File: config.mk
export PLATFORM = sky130hd
export DESIGN_NAME = mult_datapath_flat
export DESIGN_NICKNAME = d
export VERILOG_FILES = /design/src/rtl/mult_datapath_pkg.sv /design/src/rtl/mult_datapath_if.sv /design/src/rtl/mult_datapath_alu.sv /design/src/rtl/mult_datapath.sv /design/src/flat_wrapper.sv
export SDC_FILE = /design/constraint.sdc
export NUM_CORES = 1
export LEC_CHECK = 0
export ABC_AREA = 0
export CORE_UTILIZATION = 25
export CTS_BUF_LIST = sky130_fd_sc_hd__clkbuf_16
export CTS_CLUSTER_SIZE = 28
export DETAILED_ROUTE_END_ITERATION = 7
export GPL_TIMING_DRIVEN = 0
export PLACE_DENSITY_LB_ADDON = 0.08
export SLEW_MARGIN = 20
export SYNTH_ARGS = -nofsm -noshare
export SYNTH_HDL_FRONTEND = slang
export SYNTH_SLANG_ARGS = --single-unit
File: constraint.sdc
create_clock -name clk -period 6.4 [get_ports clk]
set_input_delay 1.28 -clock clk [delete_from_list [all_inputs] [get_ports clk]]
set_output_delay 1.28 -clock clk [all_outputs]
set_load 0.05 [all_outputs]
File: src/rtl/mult_datapath_pkg.sv
// Shared definitions for the shift-and-add multiplier: control-word layout, ALU opcodes
// and the default accumulator index. The controller FSM imports the same package.
package mult_datapath_pkg;

  localparam int CTRL_W      = 16;
  localparam int ALU_OP_LSB  = 13;
  localparam int ALU_OP_W    = 3;
  localparam int SEL_A_LSB   = 9;
  localparam int SEL_B_LSB   = 5;
  localparam int SEL_REG_LSB = 1;
  localparam int SEL_W       = 4;
  localparam int W_BIT       = 0;

  localparam int ACC_IDX_DEF = 5;

  typedef enum logic [ALU_OP_W-1:0] {
    ALU_ADD  = 3'b000,
    ALU_SHL  = 3'b001,
    ALU_SUB  = 3'b010,
    ALU_SHR  = 3'b011,
    ALU_PASS = 3'b100,
    ALU_AND  = 3'b101,
    ALU_OR   = 3'b110,
    ALU_XOR  = 3'b111
  } alu_op_t;

  typedef struct packed {
    alu_op_t          alu_op;
    logic [SEL_W-1:0] sel_a;
    logic [SEL_W-1:0] sel_b;
    logic [SEL_W-1:0] sel_reg;
    logic             w;
  } ctrl_t;

  function automatic ctrl_t decode_ctrl(input logic [CTRL_W-1:0] word);
    ctrl_t c;
    c.alu_op  = alu_op_t'(word[ALU_OP_LSB +: ALU_OP_W]);
    c.sel_a   = word[SEL_A_LSB +: SEL_W];
    c.sel_b   = word[SEL_B_LSB +: SEL_W];
    c.sel_reg = word[SEL_REG_LSB +: SEL_W];
    c.w       = word[W_BIT];
    return c;
  endfunction

endpackage

File: src/rtl/mult_datapath_if.sv
// Controller-to-datapath bus: control word, operand load and the status/result returned.
interface mult_datapath_if #(
  parameter int WIDTH = 16
);
  logic [15:0]      i_signal;
  logic             i_load;
  logic [WIDTH-1:0] i_op_a;
  logic [WIDTH-1:0] i_op_b;
  logic [WIDTH-1:0] o_result;
  logic             o_mayor;
  logic             o_paridad;
  logic             o_compuor;

  modport master (
    output i_signal, i_load, i_op_a, i_op_b,
    input  o_result, o_mayor, o_paridad, o_compuor
  );

  modport slave (
    input  i_signal, i_load, i_op_a, i_op_b,
    output o_result, o_mayor, o_paridad, o_compuor
  );
endinterface

File: src/rtl/mult_datapath_alu.sv
// Combinational ALU for the multiplier datapath; all results wrap modulo 2^WIDTH.
module mult_datapath_alu
  import mult_datapath_pkg::*;
#(
  parameter int WIDTH = 16
) (
  input  logic [WIDTH-1:0] a,
  input  logic [WIDTH-1:0] b,
  input  alu_op_t          op,
  output logic [WIDTH-1:0] result,
  output logic             gt,
  output logic             zero
);

  always_comb begin
    result = '0;
    unique case (op)
      ALU_ADD:  result = a + b;
      ALU_SHL:  result = {a[WIDTH-2:0], 1'b0};
      ALU_SUB:  result = a - b;
      ALU_SHR:  result = {1'b0, a[WIDTH-1:1]};
      ALU_PASS: result = a;
      ALU_AND:  result = a & b;
      ALU_OR:   result = a | b;
      ALU_XOR:  result = a ^ b;
      default:  result = '0;
    endcase
  end

  // Comparison is on raw operands, not on the op result, so it is valid for any opcode.
  assign gt   = (a > b);
  assign zero = (result == '0);

endmodule

File: src/rtl/mult_datapath.sv
// Multiplier datapath: register file, operand mux, ALU and registered status flags
// feeding the controller FSM. The accumulator register is exposed directly as the result.
module mult_datapath
  import mult_datapath_pkg::*;
#(
  parameter int WIDTH   = 16,
  parameter int NREG    = 16,
  parameter int ACC_IDX = ACC_IDX_DEF
) (
  input  logic            clk,
  input  logic            rst,
  mult_datapath_if.slave  bus
);

  logic [WIDTH-1:0] regs [NREG];

  ctrl_t            ctrl_p0;
  logic [WIDTH-1:0] opa_p0;
  logic [WIDTH-1:0] opb_p0;
  logic [WIDTH-1:0] alu_res_p0;
  logic             alu_gt_p0;
  logic             alu_zero_p0;

  logic             mayor_p1;
  logic             paridad_p1;
  logic             compuor_p1;

  // Stage p0: decode, unbypassed register read, ALU
  assign ctrl_p0 = decode_ctrl(bus.i_signal);
  assign opa_p0  = regs[ctrl_p0.sel_a];
  assign opb_p0  = regs[ctrl_p0.sel_b];

  mult_datapath_alu #(
    .WIDTH (WIDTH)
  ) u_alu (
    .a      (opa_p0),
    .b      (opb_p0),
    .op     (ctrl_p0.alu_op),
    .result (alu_res_p0),
    .gt     (alu_gt_p0),
    .zero   (alu_zero_p0)
  );

  // Load has priority: a control write in the same cycle is discarded whatever its target.
  always_ff @(posedge clk or negedge rst) begin
    if (!rst) begin
      for (int i = 0; i < NREG; i++) begin
        regs[i] <= '0;
      end
    end else if (bus.i_load) begin
      regs[0]       <= bus.i_op_a;
      regs[1]       <= bus.i_op_b;
      regs[ACC_IDX] <= '0;
    end else if (ctrl_p0.w) begin
      regs[ctrl_p0.sel_reg] <= alu_res_p0;
    end
  end

  // Stage p1: flags sampled every cycle, regardless of write enable or load
  always_ff @(posedge clk or negedge rst) begin
    if (!rst) begin
      mayor_p1   <= 1'b0;
      paridad_p1 <= 1'b0;
      compuor_p1 <= 1'b0;
    end else begin
      mayor_p1   <= alu_gt_p0;
      paridad_p1 <= alu_res_p0[0];
      compuor_p1 <= alu_zero_p0;
    end
  end

  assign bus.o_result  = regs[ACC_IDX];
  assign bus.o_mayor   = mayor_p1;
  assign bus.o_paridad = paridad_p1;
  assign bus.o_compuor = compuor_p1;

endmodule

File: src/flat_wrapper.sv
// flat-port wrapper written by rule: the top's interface ports become plain ports
module mult_datapath_flat import mult_datapath_pkg::*;
#(
  parameter int WIDTH   = 16,
  parameter int NREG    = 16,
  parameter int ACC_IDX = ACC_IDX_DEF
)
  (clk, rst, bus_i_signal, bus_i_load, bus_i_op_a, bus_i_op_b, bus_o_result, bus_o_mayor, bus_o_paridad, bus_o_compuor);
  mult_datapath_if #(.WIDTH(WIDTH)) bus_i ();
  input  logic clk;
  input  logic rst;
  input wire logic [$bits(bus_i.i_signal)-1:0] bus_i_signal;
  input wire logic [$bits(bus_i.i_load)-1:0] bus_i_load;
  input wire logic [$bits(bus_i.i_op_a)-1:0] bus_i_op_a;
  input wire logic [$bits(bus_i.i_op_b)-1:0] bus_i_op_b;
  output wire logic [$bits(bus_i.o_result)-1:0] bus_o_result;
  output wire logic [$bits(bus_i.o_mayor)-1:0] bus_o_mayor;
  output wire logic [$bits(bus_i.o_paridad)-1:0] bus_o_paridad;
  output wire logic [$bits(bus_i.o_compuor)-1:0] bus_o_compuor;
  assign bus_i.i_signal = bus_i_signal;
  assign bus_i.i_load = bus_i_load;
  assign bus_i.i_op_a = bus_i_op_a;
  assign bus_i.i_op_b = bus_i_op_b;
  assign bus_o_result = bus_i.o_result;
  assign bus_o_mayor = bus_i.o_mayor;
  assign bus_o_paridad = bus_i.o_paridad;
  assign bus_o_compuor = bus_i.o_compuor;
  mult_datapath #(.WIDTH(WIDTH), .NREG(NREG), .ACC_IDX(ACC_IDX)) u_core (.clk(clk), .rst(rst), .bus(bus_i));
endmodule
# Yosys cells after proc, flatten, opt, wreduce, memory -nomap -nowiden

Cells that the tools add are included.

Bits in registers: 259
Bits of input ports: 51
Output and inout bits: 19
Logic and storage cells: 58

$add $sub $neg: 2
Order comparisons: 5
Eq/ne operators: 7
Mux-type cells: 13
Bitwise operators: 7
Reduce and logical (&&, ||, !) cells: 5

Operators with widths:

| kind                                                                         | count |
|---|---|
| 256-bit bitwise mux                                                          | 1 |
| 256-bit two-way mux                                                          | 1 |
| 16-bit binary-select mux with 4-bit select                                   | 2 |
| 16-bit case mux with 8 select lines                                          | 1 |
| 16-bit two-way mux                                                           | 6 |
| 16-bit demux with 4-bit select                                               | 1 |
| 32-bit two-way mux                                                           | 1 |
| 16-bit adder                                                                 | 1 |
| 16-bit AND                                                                   | 1 |
| 16-bit > comparator                                                          | 1 |
| 16-bit zero test                                                             | 1 |
| 16-bit bitwise OR                                                            | 1 |
| 16-bit subtractor                                                            | 1 |
| 16-bit bitwise XOR                                                           | 1 |
| 5-bit greater-or-equal comparator, second input constant                     | 3 |
| 4-bit inverter with 5-bit output                                             | 3 |
| 3-bit equality test, second input constant                                   | 4 |
| 3-bit by 2-bit equality test with 1-bit output, second input constant        | 2 |
| 5-bit by 1-bit less-than comparator with 1-bit output, second input constant | 1 |
| 3-bit by 1-bit equality test with 1-bit output, second input constant        | 1 |
| 3-bit zero test                                                              | 1 |
| 2-bit AND reduction                                                          | 1 |
| 2-bit nonzero test                                                           | 1 |
| 1-bit logical AND                                                            | 1 |
| 1-bit inverter                                                               | 1 |

# Logic depth before layout (Yosys ltp)

Depth in word-level cells: 9
Gate-level depth with buffers: 20
Depth with buffers taken out: 15

# Hierarchy

Synthesis repeated with hierarchy kept, for this count alone.

Cell total of the unflattened synthesis: 1441
Area, all modules: 17025.1 um^2

By module, submodules not included:

| module            | instances | cells each | area an instance (um^2) | sequential area each (um^2) |
|---|---|---|---|---|
| mult_datapath     | 1         | 1025       | 14044.7                 | 6481.2 |
| mult_datapath_alu | 1         | 416        | 2980.4                  | 0.0 |

# Worst setup path after synthesis

OpenSTA, ideal clock, no wires.

Path type: input port to flip-flop
Start: input port bus_i_signal[5]
End: register u_core.regs[126] in the netlist's numbering
Library setup time: 0.065 ns
Arrival: 6.142 ns
Required time: 6.335 ns
Path slack: 0.194 ns
Stages on the path: 15
Buffers on the path: 3
Path through: clkbuf_1 -> buf_1 -> mux4_2 -> mux4_2 -> ha_1 -> fa_1 -> a211oi_1 -> o21ai_0 -> a311o_1 -> a21o_1 -> a31o_2 -> a32o_1 -> a211oi_1 -> buf_2 -> mux2_2

Longest elaborated chain between the ends: 7
Elaborated cells on any way between the ends: 11
Classes of those cells: 2 x add/sub; 5 x mux; 4 x bitwise

RTL lines:

| element                                                  | line                    | text |
|---|---|---|
| start, declared                                          | flat_wrapper.sv:12      | `input wire logic [$bits(bus_i.i_signal)-1:0] bus_i_signal;` |
| 4-bit inverter with 5-bit output (not written as such) * | mult_datapath.sv:31     | `assign opb_p0 = regs[ctrl_p0.sel_b];` |
| 16-bit binary-select mux with 4-bit select *             | mult_datapath.sv:31     |  |
| 16-bit two-way mux (not written as such) * (2 in a row)  | mult_datapath.sv:31     |  |
| 16-bit subtractor, or another cell as far along          | mult_datapath_alu.sv:20 | `ALU_SUB: result = a - b;` |
| 16-bit case mux with 8 select lines *                    | mult_datapath_alu.sv:17 | `unique case (op)` |
| 256-bit bitwise mux *                                    | mult_datapath.sv:55     | `regs[ctrl_p0.sel_reg] <= alu_res_p0;` |
| end signal, assigned by index                            | mult_datapath.sv:55     |  |
| end, declared                                            | mult_datapath.sv:15     | `logic [WIDTH-1:0] regs [NREG];` |

Every way passes the cells marked *; elsewhere a longest branch is shown, timed or not. The select of a mux whose other input is x is not followed.
A chain may end at the register's enable or synchronous reset.

# Worst setup path after layout

Start: input port bus_i_signal[12]
End: register u_core.compuor_p1 (netlist: u_core.bus.o_compuor)

Longest elaborated chain between the ends: 7
Elaborated cells on any way between the ends: 11
Classes of those cells: 2 x add/sub; 4 x mux; 4 x bitwise; 1 x reduce/logical

RTL lines:

| element                                                  | line                    | text |
|---|---|---|
| 4-bit inverter with 5-bit output (not written as such) * | mult_datapath.sv:30     | `assign opa_p0 = regs[ctrl_p0.sel_a];` |
| 16-bit binary-select mux with 4-bit select *             | mult_datapath.sv:30     |  |
| 16-bit two-way mux (not written as such) * (2 in a row)  | mult_datapath.sv:30     |  |
| 16-bit subtractor, or another cell as far along          | mult_datapath_alu.sv:20 |  |
| 16-bit case mux with 8 select lines *                    | mult_datapath_alu.sv:17 |  |
| 16-bit zero test *                                       | mult_datapath_alu.sv:32 | `assign zero = (result == '0);` |
| named net u_core.alu_zero_p0                             | mult_datapath.sv:22     | `logic alu_zero_p0;` |
| end signal, assigned                                     | mult_datapath.sv:68     | `compuor_p1 <= alu_zero_p0;` |
| end, declared                                            | mult_datapath.sv:26     | `logic compuor_p1;` |

The timed path passes the listed nets; every way through them passes the cells marked *. The select of a mux whose other input is x is not followed.

==> impl_metrics.csv <==
group,metric,value,unit
die,initial_utilization,25.4,%
logic_synthesis,yosys.cell_types.count,81,
logic_synthesis,syn-instance-count,1473,
worst_setup_path,cpMaxStageDelayCell,"sky130_fd_sc_hd__clkdlybuf4s50_1",
drt,num_vias,13600,
sta,rsz0062_at_grt,"true",
grt,grt.total_usage,22.2,%
hold_path,timing.hold.worst.start,"u_core.regs[55]$_DFFE_PN0P_",
logic_synthesis,avgSynthCellArea,11.6,um^2
worst_setup_path,endpoint_kind,"flop",
finish,layout_commonest_cell,"sky130_fd_sc_hd__dfrtp_1",
power_and_ir_drop,power_frac_clock,26.1,%
sta,report.final.setup_viol,0,
sta,tightestPinTransition,1210,ps
finish,antenna_cells_inserted,0,
drt,drc_errors,0,
power_and_ir_drop,pwr-share-comb,40.7,%
worst_setup_path,worstSetupStartpointType,"primary input",
grt,antenna_found_initial,2,
place,dp_slack,-1710,ps
die,dieWidth,264,um
finish,area_taken_by_multi_input_logic_gates,9830,um^2
cts,clock_tree.buffer_depth,3,
drt,drt_pass1_iterations,6,
worst_setup_path,timing.setup.critical_path_class,"in -> reg",
worst_setup_path,regToRegStartpoint,"u_core.bus.o_result[0]$_DFFE_PN0P_",
grt,wire_length_of_the_first_global_routing_pass,109,mm
die,die-area,69400,um^2
grt,overflow,0,
worst_setup_path,r2r_end,"u_core.bus.o_compuor$_DFF_PN0_",
logic_synthesis,syn-num-nets,1574,
drt,route.final.wire_length,77.8,mm
hold_path,min-delay-path-class,"reg -> reg",
finish,most-common-layout-cells,"sky130_fd_sc_hd__dfrtp_1 (259), sky130_fd_sc_hd__mux2_2 (146), sky130_fd_sc_hd__nand2_1 (139), sky130_fd_sc_hd__mux4_2 (137), sky130_fd_sc_hd__o21ai_0 (83)",
logic_synthesis,synth_largest_type_area_fraction,37.9,%
logic_synthesis,ys.flop_type,"sky130_fd_sc_hd__dfrtp_1",
power_and_ir_drop,power_density,346,nW/um^2
sta,fin_setup_tns,0,ps
logic_synthesis,synth.area.top_cells,"sky130_fd_sc_hd__dfrtp_1 (38%), sky130_fd_sc_hd__mux4_2 (18%), sky130_fd_sc_hd__mux2_2 (9.7%), sky130_fd_sc_hd__ha_1 (3.5%), sky130_fd_sc_hd__nand2_1 (3.1%)",
die,num_io_pins,70,
worst_setup_path,worst_ep_required_time,6870,ps
drt,drt-initial-drc-count,1213,
grt,number_of_global_route_vias_before_repair,13600,
finish,area.growth.synth_to_final,18.3,%
cts,htree_levels,1,
cts,tritoncts_clock_tree,"built",
finish,design.final.nets,1679,
sta,finalMaxSlewViolations,0,
worst_setup_path,worst_ep_arrival_time,6820,ps
die,core_area,67400,um^2
power_and_ir_drop,p_leak,8.61,nW
logic_synthesis,post-synth-top-area-cell,"sky130_fd_sc_hd__dfrtp_1",
place,dp_hpwl,56.3,mm
cts,hold_buf_cts,0,
logic_synthesis,postSynthRegisterBits,259,
worst_setup_path,timing.critical_path.mode_cell,"sky130_fd_sc_hd__buf_4",
finish,ff_latch_area,6480,um^2
logic_synthesis,asyncSetResetFlopFracSynth,100,%
die,die-height,264,um
hold_path,min_delay_path_depth,2,
power_and_ir_drop,p_switching,0.00274,W
power_and_ir_drop,pwr-share-seq,33.3,%
place,place.gp.congestion,0.842,
logic_synthesis,synth_area,17100,um^2
worst_setup_path,r2r_slack,1410,ps
logic_synthesis,number_of_synthesized_flops_with_an_enable_pin,0,
place,numPortBuffers,59,
cts,clk-insertion-delay-late,610,ps
hold_path,whs_endpoint,"u_core.regs[55]$_DFFE_PN0P_",
sta,hold_viol_final,0,
finish,final_layout_size_suffix_gt1_share,29.2,%
power_and_ir_drop,p_int,0.00426,W
sta,finalClockSkew,28.9,ps
sta,finalWorstPathRequiredPeriod,6350,ps
cts,ctsRootBufferMaster,"sky130_fd_sc_hd__clkbuf_16",
cts,tritoncts.num_buffers,31,
drt,ant_nets,0,
drt,routed_wire_length_per_instance,31.4,um
power_and_ir_drop,switching_share,39.1,%
sta,maxClockFrequency,157,MHz
status,outcome,"finished, final reports clean",
cts,clkSlewWorstSetupHoldPaths,60,ps
worst_setup_path,crit_chain,"clkdlybuf4s50_1 > buf_4 > buf_4 > buf_4 > mux4_2 > mux2_2 > mux2i_2 > inv_1 > ha_1 > or3_1 > or2_2 > o2111ai_1 > a21oi_1 > or3b_2 > a21boi_0 > nor2b_4 > nand4b_1 > nor4_2",
job,timing.max_cap.violations,0,
worst_setup_path,slowest_delay,620,ps
drt,via_per_inst,5.48,
worst_setup_path,crit_path_max_fanout,10,
logic_synthesis,synthesis.yosys.warnings,0,
cts,cts.sink_count,259,
grt,largest_net_degree_at_the_start_of_global_routing,90,
worst_setup_path,r2r_cells,13,
sta,period_share,99.2,%
die,placement_rows,95,
sta,slew_headroom,19.1,%
power_and_ir_drop,worst_vdd_ir,0.000206,V
worst_setup_path,worst-path-buf-inv,5,
worst_setup_path,cp_delay_by_family_top,"simple AND/OR/NAND/NOR gates",
finish,fill_cells,6852,
logic_synthesis,synth_seq_area_share,37.9,%
sta,layout_setup_ws,50.6,ps
## cells in the mapped netlist (9+ instances only)
library cell	number
sky130_fd_sc_hd__o21ai_0	86
sky130_fd_sc_hd__buf_4	19
sky130_fd_sc_hd__clkbuf_1	82
sky130_fd_sc_hd__a22o_1	17
sky130_fd_sc_hd__a21oi_1	59
sky130_fd_sc_hd__nand3_1	11
sky130_fd_sc_hd__dfrtp_1	259
sky130_fd_sc_hd__nor2_1	81
sky130_fd_sc_hd__a221o_1	10
sky130_fd_sc_hd__nor2b_1	12
sky130_fd_sc_hd__mux4_1	13
sky130_fd_sc_hd__buf_2	13
sky130_fd_sc_hd__nand2_1	139
sky130_fd_sc_hd__nand2b_1	21
sky130_fd_sc_hd__mux2_2	147
sky130_fd_sc_hd__a222oi_1	9
sky130_fd_sc_hd__buf_1	11
sky130_fd_sc_hd__nor3_1	17
sky130_fd_sc_hd__a211oi_1	9
sky130_fd_sc_hd__mux4_2	137
sky130_fd_sc_hd__a21o_1	12
sky130_fd_sc_hd__a22oi_1	12
sky130_fd_sc_hd__inv_1	62
sky130_fd_sc_hd__mux2i_1	26
sky130_fd_sc_hd__ha_1	48
## cells by family after synthesis
group / Yosys count / synth area share (%)
xor gates and xnor gates: 5 / 0.256
and+or+nand+nor: 320 / 8.45
DFF: 259 / 37.9
adders and majority gates: 50 / 3.75
AOI/OAI and AO/OA: 314 / 12.8
buffers and inverters: 200 / 5.40
muxes: 325 / 31.4
## metal layers
metal / global-route usage (%) / up-vias / routed length (um)
li1: - / 5769 / -
met1: 30.5 / 7219 / 34400
met2: 37.0 / 469 / 37300
met3: 3.14 / 95 / 4450
met4: 4.99 / 2 / 1640
met5: 0 / - / 7
## power groups by stage
stage / sequential (W) / clock, W / combinational, W
final: 0.00233 / 0.00182 / 0.00284
after global routing: 0.00237 / 0.00193 / 0.00306
after CTS: 0.00231 / 0.00186 / 0.00280
after detailed placement: 0.00234 / 0 / 0.00275
after global placement: 0.00234 / 0 / 0.00270
after floorplan: 0.00223 / 0 / 0.00182
## state kept, by name, indices dropped and copies added, names as in the netlist
signal / flops
u_core.regs: 240
u_core.bus.o_result: 16
u_core.bus.o_compuor: 1
u_core.bus.o_mayor: 1
u_core.bus.o_paridad: 1
## how the worst max path moves through the flow
stage,startpoint,end,cells past startpoint
floorplan,bus_i_signal[5],u_core.regs[126]$_DFFE_PN0P_,15
global placement,rst,u_core.bus.o_result[10]$_DFFE_PN0P_,1
detailed placement,bus_i_signal[12],u_core.bus.o_compuor$_DFF_PN0_,17
CTS,bus_i_signal[9],u_core.regs[190]$_DFFE_PN0P_,19
global route,bus_i_signal[11],u_core.bus.o_compuor$_DFF_PN0_,18
finish,bus_i_signal[12],u_core.bus.o_compuor$_DFF_PN0_,18
## stage by stage
| step | power, W | util, % | cell area [um^2] | hold slack [ps] | cells |
|---|---|---|---|---|---|
| 6_report | 0.00700 | 30.0 | 20200 | 499 | 2475 |
| 5_1_grt | 0.00736 | 30.0 | 20200 | 528 | 2475 |
| 4_1_cts | 0.00698 | 29.9 | 20200 | 501 | 2475 |
| 3_5_place_dp | 0.00510 | 28.3 | 19100 | 486 | 2417 |
| 3_3_place_gp | 0.00504 | 27.9 | 18800 | 479 | 2405 |
| 2_1_floorplan | 0.00405 | - | 17100 | 458 | 1473 |
## area by class of cell
type	instances	share of cell area, %
well taps	873	5.40
repair buffers	74	4.06
clock buffers	31	3.84
inverters	66	1.22
flip-flops and latches	259	32.0
clock inverters	26	1.16
plain buffers	132	3.67
multi-input cells	1014	48.6
## what timing repair did
item                       4_1_cts  5_1_grt
resized for setup               37        9
hold endpoints to repair         0        0
buffers inserted                 1        2
pin swaps                        2        2
setup endpoints to repair      203       75
## worst min-delay path, delay by kind of cell (launching register included)
kind | cells | cell delay, ps
and+or+nand+nor | 2 | 100
DFF | 1 | 360
(Power assumes the default switching activity.)
